==> src/rtl/bus_ram_pkg.sv <==
`default_nettype none
// ============================================================================
// Module  : bus_ram_pkg
// Purpose : Shared definitions for the bus RAM port: default widths, the
//           synchroniser depth and the access FSM state encoding.
// Ports   : none (package)
// Revision: 1.0  initial release
// ============================================================================
package bus_ram_pkg;

  localparam int DEF_AW          = 8;
  localparam int DEF_DW          = 8;
  localparam int DEF_SYNC_STAGES = 2;

  typedef enum logic [2:0] {
    IDLE     = 3'd0,
    RD_WAIT  = 3'd1,
    RD_HOLD  = 3'd2,
    WR_HOLD  = 3'd3,
    CONFLICT = 3'd4
  } state_t;

endpackage
`default_nettype wire

==> src/rtl/bus_ram_port_if.sv <==
`default_nettype none
// ============================================================================
// Module  : bus_ram_port_if
// Purpose : Microprocessor-style bus between an external master and the
//           bus RAM port.
// Ports   : ABus/in244/bnRD/bnWR/bnINC  master -> slave
//           DOut/DOE/bRDY/err           slave  -> master
// Revision: 1.0  initial release
// ============================================================================
interface bus_ram_port_if
  import bus_ram_pkg::*;
#(
  parameter int AW = DEF_AW,
  parameter int DW = DEF_DW
);
  logic [AW-1:0] ABus;
  logic [DW-1:0] in244;
  logic          bnRD;
  logic          bnWR;
  logic          bnINC;
  logic [DW-1:0] DOut;
  logic          DOE;
  logic          bRDY;
  logic          err;

  modport master (
    output ABus, in244, bnRD, bnWR, bnINC,
    input  DOut, DOE, bRDY, err
  );

  modport slave (
    input  ABus, in244, bnRD, bnWR, bnINC,
    output DOut, DOE, bRDY, err
  );
endinterface
`default_nettype wire

==> src/rtl/bus_ram_port_strobe_sync.sv <==
`default_nettype none
// ============================================================================
// Module  : strobe_sync
// Purpose : Multi-stage synchroniser for an asynchronous active-low strobe,
//           with a registered single-cycle falling-edge pulse.
// Ports   : bclk     in   clock
//           bnRST    in   synchronous active-low reset
//           async_n  in   asynchronous strobe (active-low)
//           sync_n   out  synchronised level
//           fall     out  one-cycle pulse, high in the first cycle sync_n is low
// Revision: 1.0  initial release
// ============================================================================
module strobe_sync
  import bus_ram_pkg::*;
#(
  parameter int SYNC_STAGES = DEF_SYNC_STAGES
) (
  input  wire logic bclk,
  input  wire logic bnRST,
  input  wire logic async_n,
  output logic      sync_n,
  output logic      fall
);

  logic [SYNC_STAGES-1:0] chain;

  // The pulse is computed from the same pair of stages that produces the next
  // synced level, so it lines up exactly with sync_n going low.
  always_ff @(posedge bclk) begin
    if (!bnRST) begin
      chain <= '1;
      fall  <= 1'b0;
    end else begin
      chain <= {chain[SYNC_STAGES-2:0], async_n};
      fall  <= chain[SYNC_STAGES-1] & ~chain[SYNC_STAGES-2];
    end
  end

  assign sync_n = chain[SYNC_STAGES-1];

endmodule
`default_nettype wire

==> src/rtl/bus_ram_port.sv <==
`default_nettype none
// ============================================================================
// Module  : bus_ram_port
// Purpose : Bus-slave RAM port with synchronised strobes, single-shot access
//           cycles, ready handshake, auto-increment bursts and sticky
//           read/write strobe conflict detection.
// Ports   : bclk   in   system clock
//           bnRST  in   synchronous active-low reset
//           bus    slave modport of bus_ram_port_if (address, write data,
//                  strobes, burst select, read data, DOE, bRDY, err)
// Revision: 1.0  initial release
// ============================================================================
module bus_ram_port
  import bus_ram_pkg::*;
#(
  parameter int AW          = DEF_AW,
  parameter int DW          = DEF_DW,
  parameter int DEPTH       = 2**AW,
  parameter int SYNC_STAGES = DEF_SYNC_STAGES
) (
  input  wire logic     bclk,
  input  wire logic     bnRST,
  bus_ram_port_if.slave bus
);

  localparam int IDX_W = (DEPTH > 1) ? $clog2(DEPTH) : 1;

  logic rd_s, wr_s, inc_s;
  logic rd_fall, wr_fall, inc_fall_unused;

  strobe_sync #(.SYNC_STAGES(SYNC_STAGES)) u_sync_rd (
    .bclk(bclk), .bnRST(bnRST), .async_n(bus.bnRD),  .sync_n(rd_s),  .fall(rd_fall));
  strobe_sync #(.SYNC_STAGES(SYNC_STAGES)) u_sync_wr (
    .bclk(bclk), .bnRST(bnRST), .async_n(bus.bnWR),  .sync_n(wr_s),  .fall(wr_fall));
  strobe_sync #(.SYNC_STAGES(SYNC_STAGES)) u_sync_inc (
    .bclk(bclk), .bnRST(bnRST), .async_n(bus.bnINC), .sync_n(inc_s), .fall(inc_fall_unused));

  state_t        state;
  logic [DW-1:0] dout;
  logic          doe, rdy, err;
  logic [AW-1:0] ptr;
  logic          burst;
  logic          rd_oor;
  logic [DW-1:0] q;
  logic [DW-1:0] mem [DEPTH];

  logic [AW-1:0] eff_addr;
  logic [AW-1:0] next_ptr;
  logic          in_range, conflict, start_rd, start_wr;

  // A continuing burst uses the pointer; a fresh burst or a plain access uses ABus.
  always_comb begin
    eff_addr = bus.ABus;
    if (!inc_s && burst) eff_addr = ptr;
  end

  assign in_range = ({{(32-AW){1'b0}}, eff_addr} < DEPTH);
  assign next_ptr = ({{(32-AW){1'b0}}, ptr} >= DEPTH - 1) ? '0 : ptr + 1'b1;

  // Both strobes low anywhere is a conflict; so is a fresh edge of the other
  // strobe while an access is still open (it could otherwise be lost in the
  // release cycle where the first strobe is already high).
  assign conflict = (!rd_s && !wr_s)
                  || (wr_fall && (state == RD_WAIT || state == RD_HOLD))
                  || (rd_fall && state == WR_HOLD);

  assign start_rd = (state == IDLE) && rd_fall && !conflict;
  assign start_wr = (state == IDLE) && wr_fall && !conflict;

  // RAM is deliberately outside the reset so a write issued on a reset edge
  // still lands and contents survive reset.
  always_ff @(posedge bclk) begin
    if (start_wr && in_range) mem[eff_addr[IDX_W-1:0]] <= bus.in244;
    if (start_rd && in_range) q <= mem[eff_addr[IDX_W-1:0]];
  end

  always_ff @(posedge bclk) begin
    if (!bnRST) begin
      state  <= IDLE;
      dout   <= '0;
      doe    <= 1'b0;
      rdy    <= 1'b0;
      err    <= 1'b0;
      ptr    <= '0;
      burst  <= 1'b0;
      rd_oor <= 1'b0;
    end else if (conflict) begin
      state <= CONFLICT;
      doe   <= 1'b0;
      rdy   <= 1'b0;
      err   <= 1'b1;
    end else begin
      case (state)
        IDLE: begin
          if (start_rd || start_wr) begin
            if (inc_s) begin
              burst <= 1'b0;
            end else if (!burst) begin
              burst <= 1'b1;
              ptr   <= bus.ABus;
            end
          end
          if (start_rd) begin
            rd_oor <= !in_range;
            state  <= RD_WAIT;
          end else if (start_wr) begin
            rdy   <= 1'b1;
            state <= WR_HOLD;
          end
        end
        RD_WAIT: begin
          dout  <= rd_oor ? '0 : q;
          doe   <= 1'b1;
          rdy   <= 1'b1;
          state <= RD_HOLD;
        end
        RD_HOLD: begin
          if (rd_s) begin
            doe   <= 1'b0;
            rdy   <= 1'b0;
            state <= IDLE;
            if (burst) ptr <= next_ptr;
          end
        end
        WR_HOLD: begin
          if (wr_s) begin
            rdy   <= 1'b0;
            state <= IDLE;
            if (burst) ptr <= next_ptr;
          end
        end
        CONFLICT: begin
          if (rd_s && wr_s) state <= IDLE;
        end
        default: state <= IDLE;
      endcase
    end
  end

  assign bus.DOut = dout;
  assign bus.DOE  = doe;
  assign bus.bRDY = rdy;
  assign bus.err  = err;

endmodule
`default_nettype wire

==> src/flat_wrapper.sv <==
// flat-port wrapper written by rule: the top's interface ports become plain ports
module bus_ram_port_flat import bus_ram_pkg::*;
#(
  parameter int AW          = DEF_AW,
  parameter int DW          = DEF_DW,
  parameter int DEPTH       = 2**AW,
  parameter int SYNC_STAGES = DEF_SYNC_STAGES
)
  (bclk, bnRST, bus_ABus, bus_in244, bus_bnRD, bus_bnWR, bus_bnINC, bus_DOut, bus_DOE, bus_bRDY, bus_err);
  bus_ram_port_if #(.AW(AW), .DW(DW)) bus_i ();
  input  wire logic bclk;
  input  wire logic bnRST;
  input wire logic [$bits(bus_i.ABus)-1:0] bus_ABus;
  input wire logic [$bits(bus_i.in244)-1:0] bus_in244;
  input wire logic [$bits(bus_i.bnRD)-1:0] bus_bnRD;
  input wire logic [$bits(bus_i.bnWR)-1:0] bus_bnWR;
  input wire logic [$bits(bus_i.bnINC)-1:0] bus_bnINC;
  output wire logic [$bits(bus_i.DOut)-1:0] bus_DOut;
  output wire logic [$bits(bus_i.DOE)-1:0] bus_DOE;
  output wire logic [$bits(bus_i.bRDY)-1:0] bus_bRDY;
  output wire logic [$bits(bus_i.err)-1:0] bus_err;
  assign bus_i.ABus = bus_ABus;
  assign bus_i.in244 = bus_in244;
  assign bus_i.bnRD = bus_bnRD;
  assign bus_i.bnWR = bus_bnWR;
  assign bus_i.bnINC = bus_bnINC;
  assign bus_DOut = bus_i.DOut;
  assign bus_DOE = bus_i.DOE;
  assign bus_bRDY = bus_i.bRDY;
  assign bus_err = bus_i.err;
  bus_ram_port #(.AW(AW), .DW(DW), .DEPTH(DEPTH), .SYNC_STAGES(SYNC_STAGES)) u_core (.bclk(bclk), .bnRST(bnRST), .bus(bus_i));
endmodule
==> config.mk <==
export PLATFORM = sky130hd
export DESIGN_NAME = bus_ram_port_flat
export DESIGN_NICKNAME = d
export VERILOG_FILES = /design/src/rtl/bus_ram_pkg.sv /design/src/rtl/bus_ram_port_if.sv /design/src/rtl/bus_ram_port_strobe_sync.sv /design/src/rtl/bus_ram_port.sv /design/src/flat_wrapper.sv
export SDC_FILE = /design/constraint.sdc
export NUM_CORES = 2
export LEC_CHECK = 0
export BUFFER_PORTS_ARGS = -buffer_cell sky130_fd_sc_hd__buf_2
export CAP_MARGIN = 0
export CORE_MARGIN = 3
export CORE_UTILIZATION = 65
export CTS_BUF_LIST = sky130_fd_sc_hd__clkbuf_4 sky130_fd_sc_hd__clkbuf_8
export CTS_CLUSTER_SIZE = 14
export DETAILED_ROUTE_END_ITERATION = 6
export PLACE_DENSITY = 0.81
export SETUP_SLACK_MARGIN = 0.4
export SLEW_MARGIN = 20
export SYNTH_ARGS = -nofsm -noshare
export SYNTH_HDL_FRONTEND = slang
export SYNTH_SLANG_ARGS = --single-unit
export TNS_END_PERCENT = 30
==> constraint.sdc <==
create_clock -name bclk -period 3.95 [get_ports bclk]
set_input_delay 0.79 -clock bclk [delete_from_list [all_inputs] [get_ports bclk]]
set_output_delay 0.79 -clock bclk [all_outputs]
set_load 0.1 [all_outputs]
# --- After elaboration in Yosys (flattened, before gate mapping) ---
# Memory sizes are Yosys's and may differ from the RTL's. A register that Yosys moved wholly into a read port is not among the register bits.
# Index checks and enable logic that the tools add are counted.
op_classes:
  n_addsub: 1
  n_lt_le_gt_ge: 1
  n_eq_ne: 17
  mux: 25
  bitwise_logic: 6
  reduce_logical: 29
ops:
  columns: ["op", "n"]
  rows:
  - ["$mux W8", 8]
  - ["$pmux W8 S3", 1]
  - ["$mux W3", 6]
  - ["$pmux W3 S5", 1]
  - ["$ne A2 B2 Y1 const B", 6]
  - ["$logic_and A1 B1 Y1", 9]
  - ["$add A8 B1 Y8 const B", 1]
  - ["$ge A8 B8 Y1 const B", 1]
  - ["$reduce_and A4 Y1", 2]
  - ["$mux W1", 7]
  - ["$reduce_and A7 Y1", 1]
  - ["$eq A3 B2 Y1 const B", 2]
  - ["$ne A3 B1 Y1 const B", 2]
  - ["$ne A3 B2 Y1 const B", 2]
  - ["$reduce_and A5 Y1", 1]
  - ["$logic_not A1 Y1", 4]
  - ["$logic_or A1 B1 Y1", 4]
  - ["$ne A2 B1 Y1 const B", 2]
  - ["$ne A4 B1 Y1 const B", 1]
  - ["$not A1 Y1", 4]
  - ["$pmux W1 S4", 1]
  - ["$reduce_and A2 Y1", 2]
  - ["$reduce_bool A4 Y1", 1]
  - ["$eq A3 B1 Y1 const B", 1]
  - ["8 further kinds", 9]
word_totals:
  register_bits: 31
  ramBits: 2048
  input_bits: 21
  output_inout_bits: 11
  word_cells: 93
  memories: 1
memory_table:
  columns: ["name", "depth", "word_bits", "rd", "rd_clocked_by_memory_dff", "wr", "line_no", "source"]
  rows:
  - ["u_core.mem", 256, 8, 1, 1, 1, "bus_ram_port.sv:45", "logic [DW-1:0] mem [DEPTH];"]

# --- Longest topological paths before layout ---
logic_depth:
  depth_word: 11
  mapped_depth: 12
  depth_no_buf: 8

# --- Modules after synthesis ---
# A second synthesis with hierarchy kept.
unflattened:
  hier_cells: 4268
  hier_area_um2: 77421.8
by_module_without_submodules:
  columns: ["mod", "n_inst", "cells_per_inst", "area_each_um2", "seq_area_each_um2"]
  rows:
  - ["bus_ram_port", 1, 4250, 77177.8, 62199.7]
  - ["strobe_sync", 3, 6, 81.3, 60.1]

# --- Worst setup path after synthesis ---
# Ideal clock, no wire load.
synth_path:
  path_kind: "input to register"
  startpoint: "in bus_ABus[0]"
  endpoint: "mem u_core.mem[115][0] in the netlist's numbering, enable pin"
  setup_time_ns: 0.370
  arrival_ns: 2.695
  path_slack_ns: 0.884
  stages: 9
  path_buffers: 5
  cell_sequence: "nand2_1 > mux2i_1 > buf_2 > buf_2 > buf_1 > buf_2 > nand2_1 > clkbuf_1 > nor2_1"
synth_via:
  elab_chain_len: 1
synth_rtl:
  columns: ["item", "line_no", "source"]
  rows:
  - ["start: declaration", "flat_wrapper.sv:13", "input wire logic [$bits(bus_i.ABus)-1:0] bus_ABus;"]
  - ["$mux W8", "bus_ram_port.sv:54", "if (!inc_s && burst) eff_addr = ptr;"]
  - ["end: declaration", "bus_ram_port.sv:45", null]
# No other way between the ends.

# --- Worst setup path after layout ---
layout_path:
  startpoint: "reg u_core.u_sync_inc.chain[1]"
  endpoint: "reg u_core.q[7] (read register of u_core.mem) (data pin)"
layout_via:
  elab_chain_len: 3
layout_rtl:
  columns: ["item", "line_no", "source"]
  rows:
  - ["start: declaration", "bus_ram_port_strobe_sync.sv:25", "logic [SYNC_STAGES-1:0] chain;"]
  - ["start signal: assignment", "bus_ram_port_strobe_sync.sv:34", "chain <= {chain[SYNC_STAGES-2:0], async_n};"]
  - ["$logic_not A1 Y1", "bus_ram_port.sv:54", null]
  - ["$logic_and A1 B1 Y1", "bus_ram_port.sv:54", null]
  - ["$mux W8", "bus_ram_port.sv:54", null]
  - ["end: declaration", "bus_ram_port.sv:44", "logic [DW-1:0] q;"]
# No other way between the ends.
# A chain may end at the register's enable or synchronous reset.

==> results.toml <==
[power]
leakage_nw = 28.9
p_int_mw = 34.2
switchingPower_mw = 9.62
p_sw_share_pct = 22.0
ir_drop_mv = 0.417
power_frac_seq_pct = 55.7
clockPowerShare_pct = 38.7
p_per_area_nw_per_um2 = 492
combPwrFrac_pct = 5.6

[worst_hold_path]
holdPathStages = 2
min_to = "u_core.u_sync_wr.chain[0]"
hp-start = "bnRST"
hp-class = "primary input to flip-flop"

[drt]
first_pass_iters = 6
drt_iter0_markers = 7479
vias = 48100
ant_nets = 0
viasPerCell = 7.32
routed_wl_mm = 209
post_drt_wl_per_cell_um = 31.8
drc = 0

[sta]
period_share_pct = 92.5
maxSlewViolCount = 0
fmax_ghz = 0.274
slew_headroom_pct = 29.5
rsz0062_at_grt = "true"
min_period_ns = 3.65
fin_worst_skew_ns = 0.0558
setup-violations-final = 0
hold_viol_final = 0
tightest_slew_ns = 1.05
setup_slack_ns = 0.298

[place]
dp_hpwl_mm = 125
gp_congestion = 0.932
dp.cells = 6009
placed_cell_area_um2 = 82400
pre_cts_ws_ns = -0.607
io_buffers = 31

[critical_path]
cp.depth = 11
arrival_ns = 4.36
worstSetupStartpointType = "flip-flop"
r2r_slack_ns = 0.30
path_class = "flip-flop to flip-flop"
cp_max_fo = 29
crit_slowest_cell = "nor4_1"
cp-end-kind = "flip-flop"
cp_cell_sequence = "nand2b_4 -> mux2i_4 -> buf_12 -> buf_4 -> a22o_1 -> a221oi_1 -> o22ai_1 -> nor4_1 -> buf_4 -> a21oi_1 -> a2111o_1"
cp_common_cell = "buf_4"
cp_slowest_stage_delay_ns = 0.52
worstPathRequired_ns = 4.66
crit_family = "compound AO/OA/AOI/OAI gates"
critPathBufInv = 3
r2r_start = "u_core.u_sync_inc.chain[1]"
reg2reg_to = "u_core.q[7]"
rr_worst_depth = 11

[yosys]
ys_seq_area_share_pct = 80.7
yosys_warnings = 0
synth_top_area_share_pct = 79.9
ys_ff_latch = 2087
synth_flop_cell = "edfxtp_1"
netlist_area_um2 = 77200
netlist_top_cells_area = "edfxtp_1 (80%), a221oi_1 (5.8%), a22o_1 (5.8%)"
synth_edf_count = 2056
avgSynthCellArea_um2 = 18.1
synth.distinct_cells = 48
syn_nets = 4288
synthTopCellsByCount = "edfxtp_1 (2056), a221oi_1 (512), a22o_1 (512), nor2_1 (267), o22ai_1 (256)"
postSynthCellCount = 4266
synth_top_cell_by_area = "edfxtp_1"
yosysMostFrequentCell = "edfxtp_1"
async_flop_share_pct = 0

[cts]
cts_buffers = 323
cts_root_buf = "clkbuf_8"
clkTransAtPathRegs_ns = 0.06
cts_htree_levels = 5
cts_tree = "done"
clock-sinks = 2087
cts_buffer_depth = 4
clock_latency_ns = 0.98

[finish]
nets = 4838
utilization_pct = 76.0
final_cells = 6573
fin_area_um2 = 89000
layout-drive-gt1-share_pct = 21.8
syn2layout_area_growth_pct = 15.2

[floorplanning]
start_util_pct = 66.0
core-area_um2 = 117000
num_rows = 125
io_pins = 32
die_width_um = 351
die_y_um = 351
dieArea_um2 = 123000

[job]
drv_cap = 0

[global_routing]
overflow = 0
grt_use_total_pct = 33.9
antenna_found_initial = 10
grt_pass1_vias = 47200
grt_max_degree = 144
grt_pass1_wl_mm = 304

[run_status]
outcome = "completed"
-- final cells by class --
type	count	area, um2
Multi-Input combinational cell	1847	13900
Clock buffer	436	5360
Timing Repair Buffer	546	4760
Inverter	11	41.3
Sequential cell	2087	62400
Clock inverter	108	568
Fill cell	5873	28000
Tap cell	1524	1910
Antenna cell	14	35.0
-- how the worst max path moves through the flow --
stage | from | endpoint | slack [ns]
global placement | bus_ABus[1] | u_core.q[6] | -0.52
floorplan | bus_ABus[0] | u_core.mem[115][0] | 0.88
CTS | u_core.burst | u_core.q[6] | 0.32
finish | u_core.u_sync_inc.chain[1] | u_core.q[7] | 0.30
global route | u_core.u_sync_inc.chain[1] | u_core.q[7] | 0.21
detailed placement | bus_ABus[1] | u_core.q[6] | -0.61
-- flip-flops by register name, indices dropped and copies added (netlist names), 2 cells and up --
register                 flops
u_core.mem                2048
u_core.bus.DOut              8
u_core.u_sync_wr.chain       2
u_core.state                 3
u_core.u_sync_inc.chain      2
u_core.q                     8
u_core.u_sync_rd.chain       2
u_core.ptr                   8
-- stage by stage --
step / setup TNS [ns] / total power, mW / hold WS (ns)
CTS: 0 / 43.7 / 0.139
detailed placement: -1.88 / 27.2 / 0.407
finish: 0 / 43.8 / 0.204
global route: 0 / 44.9 / 0.190
floorplan: 0 / 26.0 / 0.386
global placement: -1.32 / 27.1 / 0.403
-- per-layer routing --
layer / global-route usage (%) / wire length, um / vias up
met5: 0 / 14 / -
met4: 19.9 / 12700 / 2
met3: 8.41 / 27100 / 799
met2: 52.6 / 99700 / 4267
met1: 44.1 / 69800 / 23700
li1: - / - / 19300
-- cell families (layout without fill, tap and decap cells) --
kind of cell | count (synthesis) | count (layout) | share of synthesized area, %
muxes | 9 | 9 | 0.117
other | 0 | 14 | 0
xor gates and xnor gates | 2 | 2 | 0.0227
DFF | 2087 | 2087 | 80.7
buffers and inverters | 332 | 1101 | 1.94
and+or+nand+nor | 469 | 469 | 2.70
adders and majority gates | 1 | 1 | 0.0162
AOI/OAI and AO/OA | 1366 | 1366 | 14.5
-- layout by cell type, fill, tap and decap left out, types with 7 or more instances in the layout --
master / instances
inv_1: 11
a21oi_1: 18
o31ai_1: 8
a221oi_1: 487
o22ai_1: 248
clkbuf_4: 102
nor4_4: 8
buf_8: 8
clkinv_1: 78
nand3_1: 11
nor2_1: 262
clkinv_2: 17
o21ai_0: 13
clkinvlp_4: 7
buf_12: 51
nor4_1: 41
dfxtp_1: 29
o22ai_2: 8
nand2b_1: 9
nor2b_1: 18
clkbuf_8: 334
a22o_1: 512
a221oi_2: 25
diode_2: 14
nor4_2: 16
a2111o_1: 8
mux2i_1: 8
buf_4: 457
nand2_1: 74
edfxtp_1: 2056
buf_2: 23
-- repair_timing --
item	CTS	global route
hold buffers	3	0
gates resized for setup	34	56
setup endpoints to repair	103	264
pin swaps	4	6
setup buffers	3	0
endpoints found under the hold margin	3	0
-- power by group through the flow --
stage | combinational (mW) | clock [mW] | sequential, mW
after CTS | 2.37 | 17.0 | 24.4
final | 2.47 | 16.9 | 24.4
after detailed placement | 2.33 | 0 | 24.9
after global placement | 2.25 | 0 | 24.9
after global routing | 2.56 | 17.9 | 24.4
after floorplan | 1.10 | 0 | 24.9
Note: power is estimated with default switching activity, not from simulation.
